### src/rtl/kyber_compress.sv
// kyber_compress: registered Compress_q(x, d) = round(2^D * x / Q) mod 2^D via reciprocal multiply
module kyber_compress #(
    parameter int D = 10,
    parameter int Q = 3329
) (
    input  logic          clk,
    input  logic          rst_n,
    input  logic [11:0]   in_val,
    output logic [D-1:0]  out_val
);
    localparam int S  = 24;
    localparam int M  = (1 << S) / Q;
    localparam int NW = 13 + D;
    localparam int PW = NW + 13;
    localparam int QW = D + 2;

    generate
        if (!(D == 1 || D == 4 || D == 5 || D == 10 || D == 11)) begin : g_bad_d
            $error("kyber_compress: D must be one of 1, 4, 5, 10, 11");
        end
    endgenerate

    logic [11:0]    x;
    logic [NW-1:0]  num;
    logic [PW-1:0]  prod;
    logic [QW-1:0]  q_est;
    logic [NW-1:0]  rem;

    // M = floor(2^24/Q) underestimates by < 1 for num < 2^24, so q_est is q or q-1
    always_comb begin
        x     = in_val >= 12'(Q) ? in_val - 12'(Q) : in_val;
        num   = (NW'(x) << D) + NW'(Q / 2);
        prod  = PW'(num) * PW'(M);
        q_est = QW'(prod >> S);
        rem   = num - NW'(PW'(q_est) * PW'(Q));
    end

    always_ff @(posedge clk)
        out_val <= rst_n ? D'(q_est + QW'(rem >= NW'(Q))) : '0;
endmodule

### config.mk
export PLATFORM = sky130hd
export DESIGN_NAME = kyber_compress
export DESIGN_NICKNAME = d
export VERILOG_FILES = /design/src/rtl/kyber_compress.sv
export SDC_FILE = /design/constraint.sdc
export NUM_CORES = 1
export LEC_CHECK = 0
export CAP_MARGIN = 0
export CELL_PAD_IN_SITES_DETAIL_PLACEMENT = 1
export CELL_PAD_IN_SITES_GLOBAL_PLACEMENT = 2
export CORE_UTILIZATION = 41
export DETAILED_ROUTE_END_ITERATION = 10
export MAX_ROUTING_LAYER = met4
export PLACE_DENSITY_LB_ADDON = 0.05
export SYNTH_ARGS = -nofsm -noshare
export SYNTH_HDL_FRONTEND = slang
export SYNTH_SLANG_ARGS = --single-unit
export TNS_END_PERCENT = 30
### constraint.sdc
create_clock -name clk -period 17.6 [get_ports clk]
set_clock_uncertainty 0.05 [all_clocks]
set_input_delay 1.76 -clock clk [delete_from_list [all_inputs] [get_ports clk]]
set_output_delay 1.76 -clock clk [all_outputs]
set_load 0.005 [all_outputs]
# == Yosys cells after proc, flatten, opt, wreduce, memory -nomap -nowiden ==
# Index checks and enable logic that the tools add are counted.
# classes
order_cmp,2
multipliers,2
n_mux,1
add_sub_neg,4
# ops
op,count
$mul A23 B13 Y36 const B,1
$add A22 B11 Y23 const B,1
$ge A23 B12 Y1 const B,1
$mul A12 B12 Y23 const B,1
$sub A23 B23 Y23,1
$ge A12 B12 Y1 const B,1
$mux W12,1
$sub A12 B12 Y12 const B,1
$add A10 B1 Y10,1
# totals
elab_cells,10
input_bits,14
regBits,10

# == Longest topological paths before layout ==
# depth
depth_word,8
mapped_depth,56

# == Worst setup path before layout ==
# OpenSTA, ideal clock, no wires.
# synth_path
path_type,input -> register
from,input in_val[0]
to,register out_val[2]
path_buffers,1
path_stages,48
required_time_ns,17.435
slack_ns,3.952
setup_ns,0.115
t_arrival_ns,13.483
cell_sequence,inv_1 > ha_1 > nor4b_2 > a21o_1 > and2_1 > buf_6 > xnor2_1 > inv_1 > ha_1 > o2111ai_1 > xor2_1 > inv_1 > fa_1 > inv_1 > fa_1 > inv_1 > fa_1 > inv_1 > [12 not listed] > inv_1 > ha_1 > inv_1 > fa_1 > fa_1 > ha_1 > a21oi_1 > nand2_1 > a41oi_1 > o21bai_1 > a31o_2 > a21oi_1 > nor4b_1 > nand4_1 > ha_1 > ha_1 > xnor3_1 > and2_1
# synth_between
elab_chain_cells,8
elab_cells_between_ends,9
classes_between,add/sub (4); mul (2); order compare (2); mux (1)
# synth_rtl
item,line,rtl
start: declaration,8,"input logic [11:0] in_val,"
$sub A12 B12 Y12 or $ge A12 B12 Y1 (tied branches),31,x = in_val >= 12'(Q) ? in_val - 12'(Q) : in_val;
$mux W12 (*),31,
$add A22 B11 Y23 (*),32,num = (NW'(x) << D) + NW'(Q / 2);
$mul A23 B13 Y36,33,prod = PW'(num) * PW'(M);
$mul A12 B12 Y23,35,rem = num - NW'(PW'(q_est) * PW'(Q));
$sub A23 B23 Y23,35,
$ge A23 B12 Y1,39,out_val <= rst_n ? D'(q_est + QW'(rem >= NW'(Q))) : '0;
$add A10 B1 Y10 (*),39,
end signal: assignment,39,
end: declaration,9,output logic [D-1:0] out_val
# Every way passes the cells marked *; elsewhere a longest branch is shown, timed or not.
# A chain may end at the register's enable or synchronous reset.

# == Worst setup path after layout ==
# Ends and elaborated chain as after synthesis.

==> out/results.tsv <==
stage	metric	value	unit
status	outcome	complete, no violations	
timing	hold_violations	0	
global_route	antenna_found_initial	0	
timing	maxSlewViolCount	0	
timing	min_period_over_period	0.923	
logic_synthesis	synth_common_cells	inv_1, ha_1, fa_1	
cells_and_area	areaGrowthSynthToFinish	8.07	%
cells_and_area	largest-register	out_val	
job	maxCapViolCount	0	
logic_synthesis	synthFlopType	dfxtp_1	
logic_synthesis	synth_enable_flop_cells	0	
setup_path	crit_top_cell	inv_1	
logic_synthesis	synth_cells	769	
timing	tightest_slew	1.08	ns
cells_and_area	layout.area.seq	200	sq um
cells_and_area	n_antenna_cell	0	
cells_and_area	nets	1037	
floorplanning	dieArea	16800	sq um
logic_synthesis	syn_area_per_cell	8.71	sq um
logic_synthesis	async_flop_share	0	
timing	maxSlewHeadroom	0.280	
logic_synthesis	synth_warnings	0	
global_route	grt_max_degree	14	
drt	wirelength	18100	microns
timing	totalNegativeSetupSlack	0	ns
setup_path	required	17.68	ns
worst_hold_path	hold_class	in2reg	
logic_synthesis	yosysSeqAreaShare	0.0299	
timing	whs	2.34	ns
logic_synthesis	synth_nets	1017	
drt	first_iter_violations	246	
floorplanning	start_util	0.421	
logic_synthesis	synth_area_leaders	ha_1, fa_1, inv_1, xnor2_1, dfxtp_1	
drt	detail-route-antenna-nets	0	
setup_path	max_stage_delay	0.64	ns
clock_tree	clk_path_buf_depth	2	
clock_tree	postCtsHoldBufs	0	
setup_path	end_kind	flip-flop	
clock_tree	postCtsSetupBuffers	0	
logic_synthesis	syn-cell-area	6700	sq um
global_route	grt_pass1_wl	29600	microns
timing	layout_setup_ws	1.35	ns
setup_path	crit_arrival	16.32	ns
logic_synthesis	synth.top_cell.area_share	0.284	
drt	routedWlPerCell	18.1	microns
logic_synthesis	synth_seq_cells	10	
placed_design	pre_cts_slack	1.17	ns
clock_tree	cts.sinks	10	
placed_design	gp_congestion	0.890	
clock_tree	cts_root_buf	clkbuf_16	
placed_design	dp.final_hpwl	16300	microns
drt	dr.pass1.iters	4	
setup_path	path_max_fanout	8	
timing	period_minus_slack	16.25	ns
drt	drc_errors	0	
logic_synthesis	yosys.area.top_type	ha_1	
global_route	grt_overflow_total	0	
clock_tree	h-tree-depth	1	
logic_synthesis	yosysMostFrequentCell	inv_1	
placed_design	portBuffers	23	
floorplanning	core_area	15900	sq um
cells_and_area	multi_input_area	5740	sq um
floorplanning	pin_count	24	
global_route	grt_usage	0.236	
clock_tree	cts_tree	built	
clock_tree	cts_made_buffers	3	
clock_tree	clk_pin_slew	0.04	ns
floorplanning	die_x	130	microns
timing	setup_viol	0	
logic_synthesis	post_synth_num_cell_types	67	
drt	route.vias.total	5244	
cells_and_area	largest_reg_flops	10	
setup_path	cp_slowest_cell	xnor2_1	
timing	rsz0062_at_grt	false	
setup_path	start_kind	input port	
floorplanning	fp.dieH	130	microns
setup_path	critPathKind	in2reg	
global_route	grt_pass1_vias	5643	
cells_and_area	fillers	1939	
drt	viasPerCell	5.22	
clock_tree	ctsResizeCount	0	
timing	max_freq	61.6	MHz
cells_and_area	drive_gt1_frac	0.0266	
floorplanning	rows	46	
cells_and_area	largestRegisters	out_val (10)	
[worst paths after layout]
kind	from	end	depth (start not counted)
setup / recovery	in_val[0]	out_val[2]	49
hold / removal	rst_n	out_val[6]	3
[critical path: cells and delay by family]
| kind | cells | cell delay (ns) |
|---|---|---|
| fa+ha+maj | 15 | 6.37 |
| compound gates | 10 | 2.88 |
| simple gates | 10 | 1.90 |
| xor+xnor | 4 | 1.70 |
| buf+inv | 10 | 1.65 |
[layer usage]
metal / global-route usage / vias up / wire length [microns]
met1: 0.331 / 2620 / 9050
met4: 0.0157 / 0 / 84
met5: - / - / 0
met3: 0.00984 / 4 / 422
li1: - / 2574 / -
met2: 0.394 / 46 / 8590
[final cells by class]
type | count | area share
clock buffer | 4 | 0.0123
tap | 216 | 0.0374
sequential | 10 | 0.0277
multi-input combinational | 565 | 0.793
timing repair buffer | 25 | 0.0339
inverter | 184 | 0.0955
[layout by cell type, fill, tap and decap left out, types with 6 or more instances in the layout]
master	netlist	final
nand3_1	18	18
ha_1	152	152
xor2_1	12	12
xnor2_1	41	41
mux2i_1	6	6
o21ai_0	15	15
o21bai_1	7	7
clkdlybuf4s50_1	0	23
nand2b_1	7	7
o21a_1	6	6
and3_1	6	6
nor3_1	9	9
nor2_1	29	29
a21oi_1	35	35
nand2_1	41	41
and2_1	10	10
dfxtp_1	10	10
fa_1	82	82
inv_1	184	184
[cells by family after synthesis]
kind of cell	share of synthesized area
AOI/OAI and AO/OA	0.119
xor gates and xnor gates	0.0768
adders and majority gates	0.529
buffers and inverters	0.113
DFF	0.0299
muxes	0.0107
and+or+nand+nor	0.122
[through the flow]
stage / utilization / instances / instance area, sq um
3_3_place_gp: 0.450 / 1000 / 7150
5_1_grt: 0.455 / 1004 / 7240
6_report: 0.455 / 1004 / 7240
3_5_place_dp: 0.450 / 1000 / 7150
4_1_cts: 0.455 / 1004 / 7240
2_1_floorplan: - / 769 / 6700
Power is not shown: default switching activity piles up to over one toggle a cycle in this logic, so the estimate is an artifact.
